--- config.mk ---
export PLATFORM = sky130hd
export DESIGN_NAME = adder_arbiter
export DESIGN_NICKNAME = d
export VERILOG_FILES = /design/src/rtl/adder_arbiter.sv
export SDC_FILE = /design/constraint.sdc
export NUM_CORES = 1
export LEC_CHECK = 0
export CAP_MARGIN = 10
export CORE_AREA = 2 2 141 143
export DETAILED_ROUTE_END_ITERATION = 10
export DIE_AREA = 0 0 143 145
export PLACE_DENSITY_LB_ADDON = 0.25
export SYNTH_ARGS = -nofsm -noshare
export SYNTH_HDL_FRONTEND = slang
export SYNTH_SLANG_ARGS = --single-unit
--- constraint.sdc ---
create_clock -name clk -period 4.4 [get_ports clk]
set_input_delay 0.44 -clock clk [delete_from_list [all_inputs] [get_ports clk]]
set_output_delay 0.44 -clock clk [all_outputs]
set_load 0.005 [all_outputs]
--- src/rtl/adder_arbiter.sv ---
// adder_arbiter: round-robin sequencer sharing one ADD/SUB/CMP adder.
// Ports: clk, rst_n (async low); req_valid/ready/a/b/op in, one-hot
// rsp_valid with shared rsp_result/rsp_flag/rsp_err out; busy in EXEC/RESP.
module adder_arbiter #(
   parameter int WIDTH = 32,
   parameter int N_REQ = 4
) (
   input  logic                   clk,
   input  logic                   rst_n,
   input  logic [N_REQ-1:0]       req_valid,
   output logic [N_REQ-1:0]       req_ready,
   input  logic [N_REQ*WIDTH-1:0] req_a,
   input  logic [N_REQ*WIDTH-1:0] req_b,
   input  logic [N_REQ*2-1:0]     req_op,
   output logic [N_REQ-1:0]       rsp_valid,
   input  logic [N_REQ-1:0]       rsp_ready,
   output logic [WIDTH-1:0]       rsp_result,
   output logic [1:0]             rsp_flag,
   output logic                   rsp_err,
   output logic                   busy
);

   localparam int IDXW = $clog2(N_REQ);

   localparam logic [1:0] IDLE = 2'd0;
   localparam logic [1:0] EXEC = 2'd1;
   localparam logic [1:0] RESP = 2'd2;

   localparam logic [N_REQ-1:0] ONE = {{(N_REQ-1){1'b0}}, 1'b1};

   logic [1:0]       state_q, state_d;
   logic [IDXW-1:0]  rr_ptr_q, rr_ptr_d;
   logic [IDXW-1:0]  gnt_q, gnt_d;
   logic [WIDTH-1:0] a_q, a_d;
   logic [WIDTH-1:0] b_q, b_d;
   logic [1:0]       op_q, op_d;
   logic [WIDTH-1:0] result_q, result_d;
   logic [1:0]       flag_q, flag_d;
   logic             err_q, err_d;

   // Round-robin search starting at rr_ptr_q
   logic            found;
   logic [IDXW-1:0] pick;
   logic [IDXW:0]   idx;

   always_comb begin
      found = 1'b0;
      pick  = '0;
      idx   = '0;
      for (int i = 0; i < N_REQ; i++) begin
         idx = {1'b0, rr_ptr_q} + (IDXW+1)'(i);
         if (idx >= (IDXW+1)'(N_REQ))
            idx = idx - (IDXW+1)'(N_REQ);
         if (!found && req_valid[idx[IDXW-1:0]]) begin
            found = 1'b1;
            pick  = idx[IDXW-1:0];
         end
      end
   end

   // Shared adder: SUB and CMP both compute A + ~B + 1
   logic             sub;
   logic [WIDTH-1:0] b_eff;
   logic [WIDTH:0]   sum;
   logic [1:0]       add_flag;

   always_comb begin
      sub   = (op_q != 2'b00);
      b_eff = sub ? ~b_q : b_q;
      sum   = {1'b0, a_q} + {1'b0, b_eff} + {{WIDTH{1'b0}}, sub};
      add_flag[0] = (sum[WIDTH-1:0] == '0);
      add_flag[1] = sum[WIDTH] & (sum[WIDTH-1:0] != '0);
   end

   always_comb begin
      state_d  = state_q;
      rr_ptr_d = rr_ptr_q;
      gnt_d    = gnt_q;
      a_d      = a_q;
      b_d      = b_q;
      op_d     = op_q;
      result_d = result_q;
      flag_d   = flag_q;
      err_d    = err_q;
      unique case (state_q)
         IDLE: begin
            if (found) begin
               gnt_d   = pick;
               a_d     = req_a[pick*WIDTH +: WIDTH];
               b_d     = req_b[pick*WIDTH +: WIDTH];
               op_d    = req_op[pick*2 +: 2];
               state_d = EXEC;
            end
         end
         EXEC: begin
            if (op_q == 2'b11) begin
               result_d = '0;
               flag_d   = 2'b00;
               err_d    = 1'b1;
            end else begin
               result_d = sum[WIDTH-1:0];
               flag_d   = add_flag;
               err_d    = 1'b0;
            end
            state_d = RESP;
         end
         RESP: begin
            if (rsp_ready[gnt_q]) begin
               // served requester drops to lowest priority
               if (gnt_q == IDXW'(N_REQ-1))
                  rr_ptr_d = '0;
               else
                  rr_ptr_d = gnt_q + 1'b1;
               state_d = IDLE;
            end
         end
         default: state_d = IDLE;
      endcase
   end

   always_ff @(posedge clk or negedge rst_n) begin
      if (!rst_n) begin
         state_q  <= IDLE;
         rr_ptr_q <= '0;
         gnt_q    <= '0;
         a_q      <= '0;
         b_q      <= '0;
         op_q     <= 2'b00;
         result_q <= '0;
         flag_q   <= 2'b00;
         err_q    <= 1'b0;
      end else begin
         state_q  <= state_d;
         rr_ptr_q <= rr_ptr_d;
         gnt_q    <= gnt_d;
         a_q      <= a_d;
         b_q      <= b_d;
         op_q     <= op_d;
         result_q <= result_d;
         flag_q   <= flag_d;
         err_q    <= err_d;
      end
   end

   always_comb begin
      req_ready  = (state_q == IDLE && found) ? (ONE << pick) : '0;
      rsp_valid  = (state_q == RESP) ? (ONE << gnt_q) : '0;
      rsp_result = result_q;
      rsp_flag   = flag_q;
      rsp_err    = err_q;
      busy       = (state_q == EXEC) || (state_q == RESP);
   end

endmodule

==> results of run 1 <==
[registers in the layout (all words and copies together), names as in the netlist]
name / count
b_q: 32
op_q: 2
state_q: 2
rsp_flag: 2
rsp_err: 1
rr_ptr_q: 2
gnt_q: 2
rsp_result: 32
a_q: 32
[layout make-up]
class	count	area, sq um
fillers	1781	6860
multi-input cells	1021	5530
repair buffers	328	3300
flip-flops and latches	107	2680
well taps	265	332
clock buffers	11	243
inverters	52	195
clock inverters	5	60.1
diodes	2	5.00
[report_power, final]
| part | switching, W | internal, W | total (W) | leakage, nW |
|---|---|---|---|---|
| Combinational | 0.00555 | 0.00362 | 0.00918 | 3.78 |
| Clock | 0.000372 | 0.000460 | 0.000831 | 0.146 |
| Sequential | 0.000374 | 0.00150 | 0.00188 | 1.31 |
[placed cells by master (no fill, tap or decap), types with 7 or more instances in the layout]
cell | synthesis | routed
sky130_fd_sc_hd__a21oi_1 | 38 | 38
sky130_fd_sc_hd__nor4_1 | 7 | 7
sky130_fd_sc_hd__o22ai_1 | 28 | 27
sky130_fd_sc_hd__and3_1 | 8 | 8
sky130_fd_sc_hd__clkdlybuf4s50_1 | 0 | 316
sky130_fd_sc_hd__clkbuf_16 | 0 | 9
sky130_fd_sc_hd__nor2_1 | 228 | 227
sky130_fd_sc_hd__nor3_1 | 11 | 11
sky130_fd_sc_hd__dfrtp_1 | 107 | 107
sky130_fd_sc_hd__o211ai_1 | 7 | 7
sky130_fd_sc_hd__o21ai_0 | 165 | 165
sky130_fd_sc_hd__a21o_1 | 7 | 7
sky130_fd_sc_hd__o21a_1 | 9 | 9
sky130_fd_sc_hd__ha_1 | 41 | 41
sky130_fd_sc_hd__xor2_1 | 7 | 7
sky130_fd_sc_hd__inv_1 | 52 | 52
sky130_fd_sc_hd__nand4_1 | 9 | 9
sky130_fd_sc_hd__buf_4 | 0 | 8
sky130_fd_sc_hd__xnor2_1 | 50 | 50
sky130_fd_sc_hd__nand2_1 | 239 | 239
sky130_fd_sc_hd__nand3_1 | 78 | 78
[synthesized netlist by cell type, types with 4 or more instances]
library cell / instances / share of area [%]
sky130_fd_sc_hd__nor2b_1: 6 / 0.43
sky130_fd_sc_hd__a21oi_1: 38 / 2.2
sky130_fd_sc_hd__clkbuf_1: 66 / 2.9
sky130_fd_sc_hd__nand2_1: 239 / 10
sky130_fd_sc_hd__xor2_1: 7 / 0.71
sky130_fd_sc_hd__o211ai_1: 7 / 0.61
sky130_fd_sc_hd__nor2_1: 228 / 9.9
sky130_fd_sc_hd__dfrtp_1: 107 / 31
sky130_fd_sc_hd__nand4_1: 9 / 0.65
sky130_fd_sc_hd__a211oi_1: 6 / 0.52
sky130_fd_sc_hd__a21o_1: 7 / 0.61
sky130_fd_sc_hd__and2_1: 4 / 0.29
sky130_fd_sc_hd__o22ai_1: 28 / 2.0
sky130_fd_sc_hd__nor4_1: 7 / 0.50
sky130_fd_sc_hd__o21a_1: 9 / 0.78
sky130_fd_sc_hd__buf_1: 15 / 0.65
sky130_fd_sc_hd__inv_1: 52 / 2.3
sky130_fd_sc_hd__nand2b_1: 6 / 0.43
sky130_fd_sc_hd__ha_1: 41 / 5.9
sky130_fd_sc_hd__nor3_1: 11 / 0.63
sky130_fd_sc_hd__a31oi_1: 6 / 0.43
sky130_fd_sc_hd__xnor2_1: 50 / 5.0
sky130_fd_sc_hd__o21ai_0: 165 / 9.5
sky130_fd_sc_hd__nand3_1: 78 / 4.5
sky130_fd_sc_hd__and3_1: 8 / 0.58
[logic make-up after synthesis]
family / count (synthesis)
AND/OR/NAND/NOR: 610
buffers and inverters: 136
adder cells (fa/ha/maj): 42
multiplexers: 3
AO/OA/AOI/OAI: 309
flip-flops: 107
XOR/XNOR: 57
[through the flow]
step	setup WS (ps)	util [%]	hold WS [ps]
2_1_floorplan	653	-	144
3_3_place_gp	553	62.7	397
3_5_place_dp	500	62.7	400
4_1_cts	487	64.3	15.8
5_1_grt	209	64.3	37.2
6_report	475	64.3	0.760
[worst reg2reg max path: stages (launching register included)]
cell and delay, ps:
sky130_fd_sc_hd__dfrtp_1 430, sky130_fd_sc_hd__nor2_4 370, sky130_fd_sc_hd__xnor2_1 180, sky130_fd_sc_hd__fa_1 460, sky130_fd_sc_hd__a21o_1 200, sky130_fd_sc_hd__a221o_1 380, sky130_fd_sc_hd__nand3_1 210, sky130_fd_sc_hd__a311oi_1 110
sky130_fd_sc_hd__a211oi_1 400, sky130_fd_sc_hd__o2111ai_1 190, sky130_fd_sc_hd__nor4_1 270, sky130_fd_sc_hd__or4b_1 470, sky130_fd_sc_hd__a2bb2oi_1 140
[per-layer routing]
layer,part of all wire (%),vias to the layer above,GRT usage (%)
met5,0,-,0
met4,2.3,0,8.07
met3,5.6,39,4.36
met2,45,289,41.7
met1,47,4339,38.3
li1,-,4803,-
[worst min-delay path by stage]
stage	from	to	slack, ps
after floorplan	rst_n	a_q[0]$_DFFE_PN0P_	140
after global placement	rst_n	a_q[24]$_DFFE_PN0P_	400
after detailed placement	rst_n	a_q[24]$_DFFE_PN0P_	400
after CTS	rst_n	a_q[24]$_DFFE_PN0P_	20
after global routing	rst_n	a_q[25]$_DFFE_PN0P_	40
final	rst_n	a_q[25]$_DFFE_PN0P_	0.8
==> results list, run 1 <==
* Cell count after synthesis: 1264
- Total power divided by cell area: 963 mW/mm^2
- Number of rows created at floorplan: 51
* Basic-gate share of the synthesized area counting and, or, nand and nor cells: 29.6%
- In this run the number of cells on the critical path is 12.
- Setup repair bufs after CTS: 0
- STA puts the critical path data required time at 4630 ps.
- Count of non-filler cells in the finished layout: 1791
* Number of remaining DRC errors: 0
- Effective utilization at floorplan: 45.2%
- For this run, the detailed router's first-pass iteration total came to 5.
* Worst setup SP type: flop
* Antenna-violating nets left: 0
* Layout Nets: 1835
* Clk_skew: 12.1 ps
- WL/cell: 15.8 um
- Least-Margin Pin Slew: 737 ps
- Class of the tightest hold or removal check: in2async
- Share of the cycle needed by the critical path after routing: 89.2%
- Number of synthesized register bits: 107
* Cells on worst reg2reg path: 12
- Cell-by-cell trace of the critical path: nor2_4 > xnor2_1 > fa_1 > a21o_1 > a221o_1 > nand3_1 > a311oi_1 > a211oi_1 > o2111ai_1 > nor4_1 > or4b_1 > a2bb2oi_1
- The number of nets handed over by synthesis was 1580.
* Share of synthesized area spent on multiplexers: 0.519%
- DIE AREA: 0.0207 sq mm
* Netlist cell types: 62
* Maximum Capacitance Violations: 0
- During synthesis, Yosys emitted a total of 0 warnings.
- Global routing usage summed across all routing layers: 26.9%
- Number of failing setup endpoints in the final timing report: 0
* Data arrival time of the critical path: 4150 ps
- Proportion of synthesized flip-flops having asynchronous set or reset: 100%
* Core outline area: 0.0192 sq mm
- Post-CTS Resized: 0
- Count of port buffers added during placement: 317
* Wire length of the first global-routing pass: 44800 um
- The routed layout has 9470 vias.
- Placed wire-length estimate after detailed placement: 22600 um
- Total detailed-routing wirelength: 28200 um
* Die Span Y: 145 um
- By startpoint and endpoint, the worst setup path is classified as reg2reg.
- The clock drives 107 sinks.
* Largest buffer count on any clock path: 2
* Master of the slowest instance on the critical path: sky130_fd_sc_hd__or4b_1
* Peak fanout along the critical path: 11
- The synthesized netlist devotes 6.14% of its cell area to adder and majority cells.
* Final Max Tran Viols: 0
- Among cell families on the critical path, the largest total delay comes from compound AO/OA/AOI/OAI gates.
* Fraction of layout instances using a drive strength above 1: 2.95%
- The cell sitting at the root of the clock tree is a sky130_fd_sc_hd__clkbuf_16.
- Summing the areas of all compound-gate instances in the mapped netlist gives 21.2% of the synthesized area.
* Post-synthesis xor/xnor area fraction: 5.76%
- Capturing point of the worst reg2reg path: rsp_flag[1]$_DFFE_PN0N_
- After detailed placement, the total cell area comes to 0.0120 sq mm.
- Unrepaired setup endpoints after global routing: false
- Largest family of logic cells by synthesized area: simple AND/OR/NAND/NOR gates
- Peak supply drop: 0.440 mV
- The number of clock buffers added by TritonCTS is 9.
- After detailed routing, the number of vias per cell comes to 5.29.
- Clock insertion delay at the later pin of the skew report: 360 ps
- After detailed placement, the design holds a cell count of 1773.
- Summed over all failing endpoints, the final setup total negative slack is 0 ps.
- Tracing the worst setup path back leads to its startpoint at op_q[1]$_DFFE_PN0P_.
- The most used flip-flop cell after synthesis is sky130_fd_sc_hd__dfrtp_1.
- Mean instance size in the synthesized netlist: 6.86 sq um
- # IOs: 318
* Fmax: 255 MHz
* Tmin final: 3930 ps
- The initial antenna violation count came to 2.
* Post-synth design cell area: 0.00867 sq mm
* Total power consumption of the routed design: 0.0119 W
- Outcome: complete, no violations
- Starting DRC count in detailed routing: 648
* Sequential fraction of the synthesis area: 30.9%
- Together, buffers and inverters on the worst path number 0.
- The area growth from synthesis to layout is 42.3%.
* Slowest Stage Delay on Critical Path: 470 ps
- Worst setup EP type: flop
- TritonCTS built the clock tree.
* Die W: 143 um
* Post-synth EDFFs: 0
- The number of hold-slack violations in the final timing report was 0.
* Number of global-route vias before repair: 8887
- Summed over all cells, the static leakage comes to 5.24 nW.
- Setup crit end: rsp_flag[1]$_DFFE_PN0N_
* CTS HTree Levels: 3
- Setup slack on the worst reg-to-reg path comes out at 470 ps.
* Hold buffer count at cts: 0
* Max-slew headroom: 50.9%
- Clock slew seen by the registers of the worst setup and hold paths: 80 ps
- Maximum number of pins on one net before global-route repair: 134
- Launching point of the worst reg2reg path: op_q[1]$_DFFE_PN0P_
- With fillers left out, the area of the finished cells amounts to 0.0123 sq mm.
- Grt total ovfl: 0
- Final RePlAce weighted congestion: 0.937
Note: power is estimated with default switching activity, not from simulation.
==> run 2: changes to the inputs <==
MAX_ROUTING_LAYER = met4   (was unset)
clock period = 3.9 ns   (was 4.4 ns; I/O delays follow)
==> run 2 against run 1 <==
- critical path depth is 2 higher
- worst hold slack better by 480 ps
- sequential power is 13% higher
- register-to-register slack worse by 250 ps
- first-iteration DRC count is 22% higher
- wire length is 0.69% higher
==> results list, run 2 (synthesis gave the netlist of run 1 again) <==
* Share of the cycle needed by the critical path after routing: 94.3%
- Derived from the worst setup path, the maximum achievable clock frequency is 272 MHz.
- CTS HTree Levels: 3
- Summing over every cut layer, the via total after detailed routing is 9537.
- Wire length of the first global-routing pass: 45700 um
- Worst setup SP type: flop
* # IOs: 318
- At the worst endpoint, the required time is 4140 ps.
* Global routing usage summed across all routing layers: 28.1%
- Largest buffer count on any clock path: 2
* Number of global-route vias before repair: 9066
* Class of the tightest hold or removal check: reg2reg
- Worst setup EP type: flop
- Clock slew seen by the registers of the worst setup and hold paths: 70 ps
* Antenna-violating nets left: 0
- Maximum Capacitance Violations: 0
- Summed over all layers, the global routing overflow is 0.
- In the final design database the tool counted 1850 nets.
- Number of failing setup endpoints in the final timing report: 0
- Filler cell count: 1742
* Peak fanout along the critical path: 19
- Capturing point of the worst reg2reg path: rsp_flag[1]$_DFFE_PN0N_
- Total power divided by cell area: 1100 mW/mm^2
- The max-slew violation total from the final report is 0.
- The clock arrives with 14.3 ps of skew.
* Tmin final: 3680 ps
* Launching point of the worst reg2reg path: op_q[1]$_DFFE_PN0P_
- Post-place instance area: 0.0121 sq mm
- The floorplan has 51 rows.
* Fraction of layout instances using a drive strength above 1: 4.03%
- Peak supply drop: 0.505 mV
- Buffers placed on the I/O ports in this run total 317.
* Placed wire-length estimate after detailed placement: 22600 um
- Measured against its own limit, the worst slew margin works out to 43.8%.
* Cell at the root of the clock tree: sky130_fd_sc_hd__clkbuf_16
- Total power for the finished layout comes to 0.0138 W.
- Following the worst setup path forward leads to its endpoint at rsp_flag[1]$_DFFE_PN0N_.
- Wires add up to 28400 um.
* Critical Path Start: op_q[1]$_DFFE_PN0P_
* Maximum number of pins on one net before global-route repair: 100
- Data arrival time of the critical path: 3910 ps
- The die covers 0.0207 sq mm.
- Leaving out fill and tap cells, the most frequent cell in the layout is sky130_fd_sc_hd__clkdlybuf4s50_1.
- Worst hold margin: 480 ps
* WL/cell: 15.7 um
- Initial antenna violation count: 1
- Outcome: complete, no violations
- Accumulated negative setup slack: 0 ps
- Die W: 143 um
- For the pin with the worst max-slew slack, the measured transition is 843 ps.
- Setup slack of the most critical reg-to-reg path: 220 ps
- The die is 145 um tall.
- Final RePlAce weighted congestion: 1.01
- The worst setup path is of the reg2reg kind.
* Effective utilization at floorplan: 45.2%
* Pleak: 5.32 nW
- At the end of the flow the core is filled with cells to 65.1%.
- For this run, the detailed router's first-pass iteration total came to 5.
* Layout area overhead: 44.2%
- Detailed-route vias per instance: 5.28
* Final Hold Violating Endpoints: 0
- Leaving out fill and tap cells, the most frequent cells in the layout are sky130_fd_sc_hd__clkdlybuf4s50_1, sky130_fd_sc_hd__nand2_1, sky130_fd_sc_hd__nor2_1.
- Measured in cells, the most critical reg-to-reg path has a length of 14.
* CTS tree: done
- The clock net in this run drives a total of 107 sinks.
* Clock insertion delay at the later pin of the skew report: 360 ps
- Once layout is done, the placed cells without fillers occupy 0.0125 sq mm.
- For this run, design rule violations remaining after detail routing come to 0.
* Core outline area: 0.0192 sq mm
- Number of CTS-inserted buffers: 9
- The first routing iteration left 788 violations.
run 2: layout make-up:
class                   count  area (sq um)  share of cell area, %
clock inverters             4          72.6                  0.580
diodes                      1          2.50                 0.0200
multi-input cells        1021          5550                   44.4
well taps                 265           332                   2.65
inverters                  52           195                   1.56
clock buffers              12           256                   2.05
repair buffers            343          3420                   27.3
flip-flops and latches    107          2680                   21.4
run 2: worst min path at each step:
stage / slack (ps) / cells past startpoint / start / to
final: 480 / 1 / rsp_err$_DFFE_PN0N_ / rsp_err$_DFFE_PN0N_
after global routing: 520 / 1 / rsp_err$_DFFE_PN0N_ / rsp_err$_DFFE_PN0N_
after CTS: 490 / 1 / rsp_err$_DFFE_PN0N_ / rsp_err$_DFFE_PN0N_
after detailed placement: 370 / 1 / rst_n / rsp_result[26]$_DFFE_PN0N_
after global placement: 370 / 1 / rst_n / a_q[25]$_DFFE_PN0P_
after floorplan: 90 / 0 / rst_n / a_q[0]$_DFFE_PN0P_
run 2: per-stage QoR:
stage / setup WS [ps] / instances
after CTS: 156 / 1802
after floorplan: 153 / 1264
after global placement: 248 / 1785
after detailed placement: 184 / 1785
final: 221 / 1805
after global routing: -36.7 / 1805
run 2: critical path, stage by stage (launching register included):
cell	delay [ps]
sky130_fd_sc_hd__dfrtp_1	440
sky130_fd_sc_hd__nor2_4	230
sky130_fd_sc_hd__buf_12	210
sky130_fd_sc_hd__xnor2_1	90
sky130_fd_sc_hd__ha_1	420
sky130_fd_sc_hd__nand2_1	150
sky130_fd_sc_hd__o21ai_0	350
sky130_fd_sc_hd__nor2_1	120
sky130_fd_sc_hd__and4_1	210
sky130_fd_sc_hd__a211oi_1	200
sky130_fd_sc_hd__buf_4	160
sky130_fd_sc_hd__o2111ai_1	130
sky130_fd_sc_hd__nor4_2	240
sky130_fd_sc_hd__or4b_1	470
sky130_fd_sc_hd__a2bb2oi_1	140
run 2: timing repair:
item | 4_1_cts | 5_1_grt
hold buffers | 1 | 0
endpoints found under the setup margin | 0 | 2
endpoints found under the hold margin | 32 | 0
resized for setup | 0 | 5
setup buffers | 0 | 2
run 2: power breakdown:
| part | leakage, nW | switching (W) | internal, W |
|---|---|---|---|
| logic | 3.85 | 0.00632 | 0.00430 |
| clock network | 0.159 | 0.000419 | 0.000598 |
| registers | 1.31 | 0.000428 | 0.00170 |
run 2: metal layers:
| layer | share of wire, % | global-route usage [%] |
|---|---|---|
| met1 | 47 | 40.2 |
| met2 | 46 | 43.0 |
| met3 | 4.4 | 2.24 |
| met4 | 1.7 | 7.23 |
| met5 | 0 | - |
==> run 3: changes to the inputs <==
CAP_MARGIN = 20   (was 10)
TNS_END_PERCENT = 50   (was unset)
clock period = 3.39 ns   (was 3.9 ns; I/O delays follow)
==> run 3 against run 2 <==
- the run now ends with negative setup slack left
- via count grew 6.7%
- die area is the same
- core utilization grew 7.4 points
- critical path depth grew 1
- flip-flop and latch count is the same
- non-clock buffer count grew 125
- clock skew shrank 1.2 ps
- critical endpoint unchanged
==> results list, run 3 (synthesis gave the netlist of run 1 again) <==
- Outcome: complete, but fails checks
- The checks that failed: negative setup slack.
- Cell-by-cell trace of the critical path: nor2_4 > buf_6 > xnor2_1 > ha_1 > buf_6 > nand2_2 > o31ai_4 > o21a_1 > buf_4 > a21oi_2 > o31a_1 > xnor2_2 > nor4_4 > or4b_1 > a2bb2oi_1
- Placed insts: 1888
- Clock slew seen by the registers of the worst setup and hold paths: 70 ps
- Largest buffer count on any clock path: 2
- Required time worst endpoint: 3620 ps
- At the pin with the least slew margin, the transition time is 789 ps.
- Cell type group with the largest total delay on the critical path: compound AO/OA/AOI/OAI gates
- Detailed-route vias per instance: 5.27
- Count of clock tree sinks: 107
- In the detailed route, the total length drawn on met2 is 14700 um.
- STA classifies the critical path startpoint as a flop.
- Dividing the detail-routed wire length by the instance count gives 16.0 um.
- Top layer used by detailed routing: met4
- The HPWL after detailed placement is 23500 um.
- Across the run, the number of max-cap violations was 0.
* Share of the cycle needed by the critical path after routing: 107%
- Die Span Y: 145 um
- Layout Nets: 1975
- Once the floorplan was initialized, standard cells occupied 45.2% of the core.
- In this run the count of I/O pins placed on the die edge is 318.
- Count of port buffers added during placement: 317
- Post-route cell area: 0.0139 sq mm
- Layout area overhead: 60.6%
- Cell at the root of the clock tree: sky130_fd_sc_hd__clkbuf_16
* Fraction of layout instances using a drive strength above 1: 14.9%
- The first routing iteration left 717 violations.
- Once routing completed, OpenROAD measured the worst setup slack at -249 ps.
* Initial antenna violation count: 2
* Worst setup EP type: flop
- Number of rows created at floorplan: 51
- Grt total ovfl: 0
- CTS tree: done
- Entering global routing, the biggest net connects 137 pins.
- Among the stages of the critical path, the cell type that occurs most often is sky130_fd_sc_hd__buf_6.
* Accumulated negative setup slack: -496 ps
- Along the worst path, the maximum fanout reaches 4.
- In this run the horizontal extent of the chip is 143 um.
- The max-slew violation total from the final report is 0.
- Global routing usage summed across all routing layers: 30.0%
- Max-slew headroom: 47.4%
- Final RePlAce weighted congestion: 0.958
* Number of global-route vias before repair: 9841
- Prior to clock tree synthesis, the placed netlist has a worst setup slack of -288 ps.
- Master of the slowest instance on the critical path: sky130_fd_sc_hd__or4b_1
- Number of remaining DRC errors: 0
- Tmin final: 3640 ps
- Fmax: 275 MHz
- Post-place instance area: 0.0129 sq mm
- Count of vias placed by the detailed router: 10.2k
- For this run, the detailed router's first-pass iteration total came to 5.
- Together, buffers and inverters on the worst path number 3.
- After detailed routing, the wire length on met1 is 13900 um.
- Data arrival time of the critical path: 3870 ps
* Unrepaired setup endpoints after global routing: true
- Hold buffer count at cts: 0
- Total detailed-routing wirelength: 30800 um
- Core outline area: 0.0192 sq mm
* DIE AREA: 0.0207 sq mm
- Antenna-violating nets left: 0
- Total met3 wirelength after detailed routing: 1580 um
- Setup violations remaining at the end of the flow were counted as 3.
* Class of the tightest hold or removal check: in2async
- Commonest cells after routing, fill and taps aside: sky130_fd_sc_hd__clkdlybuf4s50_1, sky130_fd_sc_hd__nand2_1, sky130_fd_sc_hd__nor2_1
- Clk_skew: 13.0 ps
* Clock insertion delay at the later pin of the skew report: 360 ps
* Most common library cell in the layout ignoring fill and taps: sky130_fd_sc_hd__clkdlybuf4s50_1
- The H-tree generated during clock tree synthesis spans 3 levels.
- Leaving out filler cells and counting taps, the final layout contains 1930.
- The first global-routing pass estimated 48700 um of wire.
- Classification of the worst setup path: reg2reg
- Final Hold Violating Endpoints: 0
- Number of CTS-inserted buffers: 9
- On the worst path, the slowest cell contributes a delay of 460 ps.
[run 3: worst register-to-register path, delay by kind of cell (launching register included)]
family / cells / cell delay [ps]
XOR/XNOR: 2 / 260
AND/OR/NAND/NOR: 4 / 1040
buffers and inverters: 3 / 370
adder cells (fa/ha/maj): 1 / 330
AO/OA/AOI/OAI: 5 / 1070
flip-flops: 1 / 450
[run 3: worst paths after layout]
check                               startpoint                         end  slack [ps]  cells past startpoint
setup / recovery           op_q[1]$_DFFE_PN0P_     rsp_flag[1]$_DFFE_PN0N_        -250                     15
hold reg to reg            rsp_err$_DFFE_PN0N_         rsp_err$_DFFE_PN0N_         480                      1
setup reg to reg           op_q[1]$_DFFE_PN0P_     rsp_flag[1]$_DFFE_PN0N_        -250                     15
hold / removal                           rst_n  rsp_result[28]$_DFFE_PN0N_          60                      1
min in group clk           rsp_err$_DFFE_PN0N_         rsp_err$_DFFE_PN0N_         480                      1
max in group asynchronous                rst_n         op_q[1]$_DFFE_PN0P_        2600                      2
[run 3: layout make-up]
cell class	count	area [sq um]
diodes	2	5.00
clock buffers	11	243
clock inverters	4	26.3
fillers	1548	5280
inverters	52	195
multi-input cells	1021	6010
flip-flops and latches	107	2680
well taps	265	332
repair buffers	468	4440
[run 3: routing by layer]
layer	up-vias	global-route usage [%]
li1	5084	-
met1	4717	39.0
met2	326	48.3
met3	51	4.88
met4	0	8.61
met5	-	-
[run 3: timing repair]
item | in CTS | in global routing
gates resized for setup | 84 | 18
endpoints found under the setup margin | 3 | 4
setup buffers | 19 | 7
pin swaps | 50 | 20
[run 3: through the flow]
step | hold WS [ps] | utilization (%)
2_1_floorplan | 43.4 | -
3_3_place_gp | 461 | 67.2
3_5_place_dp | 466 | 67.2
4_1_cts | 77.7 | 71.7
5_1_grt | 126 | 72.5
6_report | 58.4 | 72.5
Power of run 3 is left out: the tool's default activity adds up to more than one toggle a clock period on the data nets, which glitch-free logic cannot reach.
